==> src/rtl/uart_pkg.sv <==
// Shared UART definitions: receiver state encoding and default frame geometry,
// also used by the baud generator and the transmitter.
package uart_pkg;

  localparam int UART_OVERSAMPLE = 16;
  localparam int UART_DATA_BITS  = 8;

  typedef enum logic [2:0] {
    ST_IDLE  = 3'd0,
    ST_START = 3'd1,
    ST_DATA  = 3'd2,
    ST_STOP  = 3'd3,
    ST_BREAK = 3'd4
  } uart_rx_state_t;

  // Counter width that never collapses to zero bits for tiny parameter values.
  function automatic int clog2_min1(input int n);
    return (n > 1) ? $clog2(n) : 1;
  endfunction

endpackage

==> src/rtl/uart_sync2.sv <==
// Two-flop synchronizer for an asynchronous level input; the reset value is
// chosen so that an idle line does not look like activity coming out of reset.
module uart_sync2 #(
  parameter logic RESET_VAL = 1'b1
) (
  input  logic i_clk,
  input  logic i_rst,
  input  logic i_d,
  output logic o_q
);

  logic meta_q;
  logic sync_q;

  always_ff @(posedge i_clk or posedge i_rst) begin
    if (i_rst) begin
      meta_q <= RESET_VAL;
      sync_q <= RESET_VAL;
    end else begin
      meta_q <= i_d;
      sync_q <= meta_q;
    end
  end

  assign o_q = sync_q;

endmodule

==> src/rtl/uart_rx.sv <==
// 8N1 UART receiver: oversampled start/data/stop recovery feeding a one-entry
// valid/ready holding register, with framing-error and overrun pulses.
module uart_rx
  import uart_pkg::*;
#(
  parameter int OVERSAMPLE = UART_OVERSAMPLE,
  parameter int DATA_BITS  = UART_DATA_BITS
) (
  input  logic                 i_clk,
  input  logic                 i_rst,
  input  logic                 i_sample_tick,
  input  logic                 i_rx,
  output logic [DATA_BITS-1:0] o_data,
  output logic                 o_valid,
  input  logic                 i_ready,
  output logic                 o_frame_err,
  output logic                 o_overrun,
  output logic                 o_busy
);

  localparam int TW = clog2_min1(OVERSAMPLE);
  localparam int BW = clog2_min1(DATA_BITS);

  localparam logic [TW-1:0] TICK_MID  = TW'(OVERSAMPLE / 2 - 1);
  localparam logic [TW-1:0] TICK_LAST = TW'(OVERSAMPLE - 1);
  localparam logic [BW-1:0] BIT_LAST  = BW'(DATA_BITS - 1);

  logic rx_s;

  uart_rx_state_t       state_q,     state_d;
  logic [TW-1:0]        tick_cnt_q,  tick_cnt_d;
  logic [BW-1:0]        bit_idx_q,   bit_idx_d;
  logic [DATA_BITS-1:0] shift_q,     shift_d;
  logic [DATA_BITS-1:0] data_q,      data_d;
  logic                 valid_q,     valid_d;
  logic                 frame_err_q, frame_err_d;
  logic                 overrun_q,   overrun_d;
  logic                 busy_q,      busy_d;
  logic                 consume;
  logic                 deliver;

  uart_sync2 #(.RESET_VAL(1'b1)) u_sync (
    .i_clk (i_clk),
    .i_rst (i_rst),
    .i_d   (i_rx),
    .o_q   (rx_s)
  );

  assign consume = valid_q && i_ready;

  always_comb begin
    state_d     = state_q;
    tick_cnt_d  = tick_cnt_q;
    bit_idx_d   = bit_idx_q;
    shift_d     = shift_q;
    data_d      = data_q;
    valid_d     = valid_q;
    frame_err_d = 1'b0;
    overrun_d   = 1'b0;
    deliver     = 1'b0;

    if (consume) begin
      valid_d = 1'b0;
    end

    if (i_sample_tick) begin
      case (state_q)
        ST_IDLE: begin
          if (!rx_s) begin
            state_d    = ST_START;
            tick_cnt_d = '0;
          end
        end
        ST_START: begin
          if (tick_cnt_q == TICK_MID) begin
            if (!rx_s) begin
              state_d    = ST_DATA;
              tick_cnt_d = '0;
              bit_idx_d  = '0;
            end else begin
              state_d    = ST_IDLE;
              tick_cnt_d = '0;
            end
          end else begin
            tick_cnt_d = tick_cnt_q + TW'(1);
          end
        end
        ST_DATA: begin
          if (tick_cnt_q == TICK_LAST) begin
            tick_cnt_d = '0;
            shift_d    = {rx_s, shift_q[DATA_BITS-1:1]};
            if (bit_idx_q == BIT_LAST) begin
              state_d = ST_STOP;
            end else begin
              bit_idx_d = bit_idx_q + BW'(1);
            end
          end else begin
            tick_cnt_d = tick_cnt_q + TW'(1);
          end
        end
        ST_STOP: begin
          if (tick_cnt_q == TICK_LAST) begin
            tick_cnt_d = '0;
            if (rx_s) begin
              deliver = 1'b1;
              state_d = ST_IDLE;
            end else begin
              frame_err_d = 1'b1;
              state_d     = ST_BREAK;
            end
          end else begin
            tick_cnt_d = tick_cnt_q + TW'(1);
          end
        end
        ST_BREAK: begin
          // Stay put through a break or stuck-low line so it cannot re-trigger.
          if (rx_s) begin
            state_d = ST_IDLE;
          end
        end
        default: begin
          state_d    = ST_IDLE;
          tick_cnt_d = '0;
        end
      endcase
    end

    // A slot freed by same-cycle consumption can take the new byte.
    if (deliver) begin
      if (!valid_q || consume) begin
        data_d  = shift_q;
        valid_d = 1'b1;
      end else begin
        overrun_d = 1'b1;
      end
    end

    busy_d = (state_d != ST_IDLE);
  end

  always_ff @(posedge i_clk or posedge i_rst) begin
    if (i_rst) begin
      state_q     <= ST_IDLE;
      tick_cnt_q  <= '0;
      bit_idx_q   <= '0;
      shift_q     <= '0;
      data_q      <= '0;
      valid_q     <= 1'b0;
      frame_err_q <= 1'b0;
      overrun_q   <= 1'b0;
      busy_q      <= 1'b0;
    end else begin
      state_q     <= state_d;
      tick_cnt_q  <= tick_cnt_d;
      bit_idx_q   <= bit_idx_d;
      shift_q     <= shift_d;
      data_q      <= data_d;
      valid_q     <= valid_d;
      frame_err_q <= frame_err_d;
      overrun_q   <= overrun_d;
      busy_q      <= busy_d;
    end
  end

  assign o_data      = data_q;
  assign o_valid     = valid_q;
  assign o_frame_err = frame_err_q;
  assign o_overrun   = overrun_q;
  assign o_busy      = busy_q;

endmodule

==> config.mk <==
export PLATFORM = sky130hd
export DESIGN_NAME = uart_rx
export DESIGN_NICKNAME = d
export VERILOG_FILES = /design/src/rtl/uart_pkg.sv /design/src/rtl/uart_sync2.sv /design/src/rtl/uart_rx.sv
export SDC_FILE = /design/constraint.sdc
export NUM_CORES = 1
export LEC_CHECK = 0
export ABC_AREA = 1
export CORE_MARGIN = 4
export CORE_UTILIZATION = 31
export CTS_BUF_LIST = sky130_fd_sc_hd__clkbuf_16
export DETAILED_ROUTE_END_ITERATION = 12
export SKIP_CTS_REPAIR_TIMING = 1
export SYNTH_ARGS = -nofsm -noshare
export SYNTH_HDL_FRONTEND = slang
export SYNTH_SLANG_ARGS = --single-unit
export TNS_END_PERCENT = 100
==> constraint.sdc <==
create_clock -name i_clk -period 2.8 [get_ports i_clk]
set_clock_uncertainty 0.1 [all_clocks]
set_input_delay 0.56 -clock i_clk [delete_from_list [all_inputs] [get_ports i_clk]]
set_output_delay 0.56 -clock i_clk [all_outputs]
set_load 0.02 [all_outputs]
# == Yosys cells after proc, flatten, opt, wreduce, memory -nomap -nowiden ==
# Cells that the tools add are included.
# totals
ff_bits,32
input_bits,5
wordCells,69
# op_classes
add_sub_neg,2
n_eq_ne,12
muxes,32
n_bitwise,1
reduce_logical,11
# ops
cell,n
two-way mux 3 bit,12
case mux 4 bit (4 select lines),1
case mux 3 bit (5 select lines),1
two-way mux 1 bit,13
two-way mux 4 bit,3
inequality test 2 bit (second input constant),5
equality test 3 x 2 -> 1 bit (second input constant),2
equality test 3 bit (second input constant),2
case mux 3 bit (2 select lines),1
AND reduction 3 bit,2
AND reduction 6 bit,1
adder 4 x 1 -> 4 bit (second input constant),1
equality test 4 x 3 -> 1 bit (second input constant),1
equality test 4 bit (second input constant),1
adder 3 x 1 -> 3 bit (second input constant),1
equality test 3 x 1 -> 1 bit (second input constant),1
logical NOT 3 bit,1
nonzero test 3 bit,1
two-way mux 2 bit,1
AND reduction 2 bit,1
nonzero test 2 bit,1
OR reduction 2 bit,1
logical AND 1 bit,1
logical NOT 1 bit,1
2 further kinds,2

# == Logic depth before layout (Yosys ltp) ==
# depth
ltp_word,6
mapped_depth,9

# == Hierarchy ==
# From an unflattened synthesis, not the netlist that was laid out.
# unflattened
cells_unflattened,172
hier_area_um2,1562.7
# modules_own_cells
module,instances,cells_per_inst,area_per_inst_um2
uart_rx,1,169,1506.4
uart_sync2,1,3,56.3

# == Worst setup path before layout ==
# No wires, ideal clock.
# synth_path
kind,reg-to-reg
from,register tick_cnt_q[0]
to,register data_q[4] (netlist: o_data[4])
t_arrival_ns,1.265
setup_slack_ns,1.317
path_stages_with_launch,8
path_buffers,1
period_less_slack_ns,1.483
path_cell_list,dfrtp_1 > ha_1 > nand3_2 > nor2_2 > nand3_2 > buf_6 > nand2_1 > o21ai_2
# synth_via
elab_chain_cells,5
# synth_rtl
item,line,rtl
"start, declared",uart_rx.sv:31,"logic [TW-1:0] tick_cnt_q, tick_cnt_d;"
"start signal, assigned",uart_rx.sv:154,tick_cnt_q <= tick_cnt_d;
equality test 4 bit,uart_rx.sv:102,if (tick_cnt_q == TICK_LAST) begin
two-way mux 1 bit,uart_rx.sv:102,
two-way mux 1 bit,uart_rx.sv:67,case (state_q)
two-way mux 1 bit,uart_rx.sv:66,if (i_sample_tick) begin
AND reduction 2 bit (no line),--,
"end signal, assigned",uart_rx.sv:157,data_q <= data_d;
"end, declared",uart_rx.sv:34,"logic [DATA_BITS-1:0] data_q, data_d;"
# Every way passes these cells.
# A chain may end at the register's enable or synchronous reset.

# == Worst setup path in the final report ==
# layout_path
from,input port i_sample_tick
to,register data_q[5] (netlist: o_data[5])
# layout_via
elab_chain_cells,2
# layout_rtl
item,line,rtl
"start, declared",uart_rx.sv:11,"input logic i_sample_tick,"
two-way mux 1 bit,uart_rx.sv:66,
AND reduction 2 bit (no line),--,
# Every way passes these cells.

==> impl_metrics.csv <==
group,metric,value,unit
outcome,status,"completed",
drt,ant_nets,0,
cells_and_area,areaGrowthSynthToFinish,27.83,%
synth,ys_seq_elements,32,
drt,vias_per_cell,4.584,
worst_setup_path,cp.buffers_inverters,2,
die,die_h,75.80,um
timing,drv_slew,0,
global_route,grt_max_degree,18,
synth,muxShareOfSynthArea,0,%
placed_design,io_buffers,16,
worst_setup_path,reg2reg_depth,6,
power_and_ir_drop,clockPowerShare,49.9,%
cells_and_area,layoutNonFillerInstCount,231,
clock_tree,cts.path.max_buffers,2,
cells_and_area,nFillCells,442,
global_route,grt.met1_usage,13.60,%
drt,initialDrtViolationCount,73,
cells_and_area,num_antenna_cells,0,
synth,netlist_area,1425,sq um
synth,syn_inst,156,
job,maxCapViolations,0,
drt,vias,1059,
synth,synth_area_leaders,"dfrtp_1 53%, nand2_1 10%, inv_1 5.0%, o21ai_2 4.9%, dfstp_2 3.7%",
global_route,grt_pass1_vias,983,
synth,synth_compound_area_share,13.52,%
global_route,use_met3,3.826,%
worst_setup_path,r2r-start,"tick_cnt_q[0]",
timing,rsz0062_at_grt,"false",
die,core,4414,sq um
synth,synthAdderAreaFrac,2.634,%
min_path,hold_depth,0,
die,num_io_pins,17,
die,die-area,5746,sq um
global_route,antenna_found_initial,0,
placed_design,place_inst,223,
min_path,hold_end,"u_sync.o_q",
timing,setup_viol,0,
clock_tree,cts_sinks,32,
worst_setup_path,endpoint_kind,"flip-flop",
placed_design,place_hpwl,1893,um
die,die_w,75.80,um
timing,fmax,514.3,MHz
timing,period_needed,1.944,ns
global_route,use_met2,14.64,%
cells_and_area,drive_gt1_share,15.64,%
worst_setup_path,slowest_stage,"clkdlybuf4s50_1",
power_and_ir_drop,ir_drop,401.4,uV
synth,ys_seq_area_share,56.37,%
worst_setup_path,path_class,"input pin to flip-flop",
timing,tightest_slew,0.6827,ns
cells_and_area,final_nets,186,
clock_tree,insertion_delay,0.27,ns
drt,wl,2514,um
drt,wl_per_cell,10.88,um
synth,syn_avg_cell_area,9.135,sq um
timing,fin_crit_sh,69.44,%
synth,synth_nets,164,
die,std_cell_rows,24,
power_and_ir_drop,p_comb_share,8.4,%
power_and_ir_drop,seqPwrFrac,41.7,%
global_route,grtUsageTotal,10.28,%
clock_tree,cts_tree,"yes",
die,start_util,32.28,%
synth,yosys.area.top_type_share,52.68,%
clock_tree,htree_num_levels,2,
worst_setup_path,cp_cell_sequence,"clkdlybuf4s50_1 -> inv_1 -> nor2_2 -> nand3_2 -> nand2_1 -> o21ai_2",
synth,synth_cell_types,23,
worst_setup_path,start_kind,"input pin",
cells_and_area,multiInputGateArea,526.8,sq um
min_path,hold_class,"flip-flop to flip-flop",
synth,yosysWarningCount,0,
clock_tree,clkTransAtPathRegs,0.05,ns
worst_setup_path,crit_family,"simple AND/OR/NAND/NOR gates",
min_path,min_from,"u_sync.meta_q",
synth,synth_top_area_cell,"dfrtp_1",
global_route,grt_pass1_wl,4367,um
synth,synth_top_family_by_area,"simple AND/OR/NAND/NOR gates",
worst_setup_path,crit_fanout,16,
worst_setup_path,crit_arrival,2.00,ns
power_and_ir_drop,p_int,942.2,uW
cells_and_area,regArea,803.3,sq um
power_and_ir_drop,sw_frac_of_total,22.60,%
worst_setup_path,cp_data_required_time,2.85,ns
clock_tree,numCtsBuffers,5,
drt,first_pass_iters,4,
power_and_ir_drop,power.density,668.2,nW/um^2
timing,timing.setup.tns,0,ns
worst_setup_path,worstReg2RegEnd,"o_data[5]",
drt,drc,0,
power_and_ir_drop,p_sw,275.1,uW
timing,slew_headroom,54.43,%
worst_setup_path,slowest_delay,0.51,ns
worst_setup_path,r2r_slack,1.06,ns
synth,synth-simple-area-share,20.19,%
global_route,grt_busiest_layer,"met2",
clock_tree,cts-root-buf,"clkbuf_16",
timing,hold_viol,0,
placed_design,place_congestion,0.7750,
power_and_ir_drop,power_leakage,0.0008188,uW
global_route,globalRouteOverflowTotal,0,
synth,yosys.area_share.xor_xnor,0.6146,%
==> per-layer routing <==
metal / vias to the layer above / routed length, um / share of wire (%)
met1: 486 / 1243 / 49
met4: 0 / 55 / 2.2
met5: - / 0 / 0
met3: 5 / 146 / 5.8
li1: 545 / - / -
met2: 23 / 1069 / 43
==> worst max path at each step <==
stage | from | end | slack, ns | cells after the start
2_1_floorplan | tick_cnt_q[0] | o_data[4] | 1.32 | 7
3_3_place_gp | i_sample_tick | o_data[5] | 0.59 | 6
3_5_place_dp | i_sample_tick | o_data[3] | 0.57 | 6
4_1_cts | i_sample_tick | o_data[5] | 0.86 | 6
5_1_grt | i_sample_tick | o_data[3] | 0.73 | 6
6_report | i_sample_tick | o_data[5] | 0.86 | 6
==> registers in the layout, indices dropped and copies added, names as in the netlist <==
signal,cells
o_data,8
shift_q,8
tick_cnt_q,4
bit_idx_q,3
state_q,3
o_busy,1
o_frame_err,1
o_overrun,1
o_valid,1
u_sync.meta_q,1
u_sync.o_q,1
==> power by group through the flow <==
stage	Sequential, uW	Combinational, uW	Clock, uW
5_1_grt	511	119	648
3_5_place_dp	515	104	0
4_1_cts	507	104	621
6_report	507	102	608
3_3_place_gp	515	103	0
2_1_floorplan	514	68.8	0
==> per-stage QoR <==
stage,hold slack (ns),utilization (%),power (uW),setup WS (ns),cell area [sq um]
2_1_floorplan,0.2452,-,582.9,1.317,1425
6_report,0.2535,41.27,1217,0.8556,1822
3_5_place_dp,0.2470,37.47,619.0,0.5714,1654
4_1_cts,0.2542,41.27,1233,0.8587,1822
5_1_grt,0.2631,41.27,1278,0.7285,1822
3_3_place_gp,0.2455,37.47,617.9,0.5917,1654
==> cell families after synthesis <==
family          Yosys count
compound gates           31
flops                    32
xor+xnor                  1
simple gates             66
fa+ha+maj                 3
buf+inv                  23
==> synthesized netlist by cell type (all sizes together) <==
master and n:
nand2 41, dfrtp 30, o21ai 22, inv 21, nor2 14, nand3 9
a21oi 4, ha 3, o22ai 3, buf 2, dfstp 2, a31oi 1
nand4 1, nor3 1, o21bai 1, xor2 1
==> cell usage in the layout, fill, tap and decap left out, drive strengths merged, types with 2 or more instances in the layout <==
cell            n
ha              3
o21ai          22
clkbuf          5
nand3           9
dfstp           2
nand2          41
dfrtp          30
clkdlybuf4s50  16
inv            21
o22ai           3
a21oi           4
nor2           14
==> final cells by class <==
class	count	area share, %
clock inverters	3	2.335
repair buffers	17	9.890
flip-flops and latches	32	44.09
well taps	52	3.571
multi-input cells	101	28.91
clock buffers	5	6.868
inverters	21	4.327
Power figures use the tool's default switching activity.
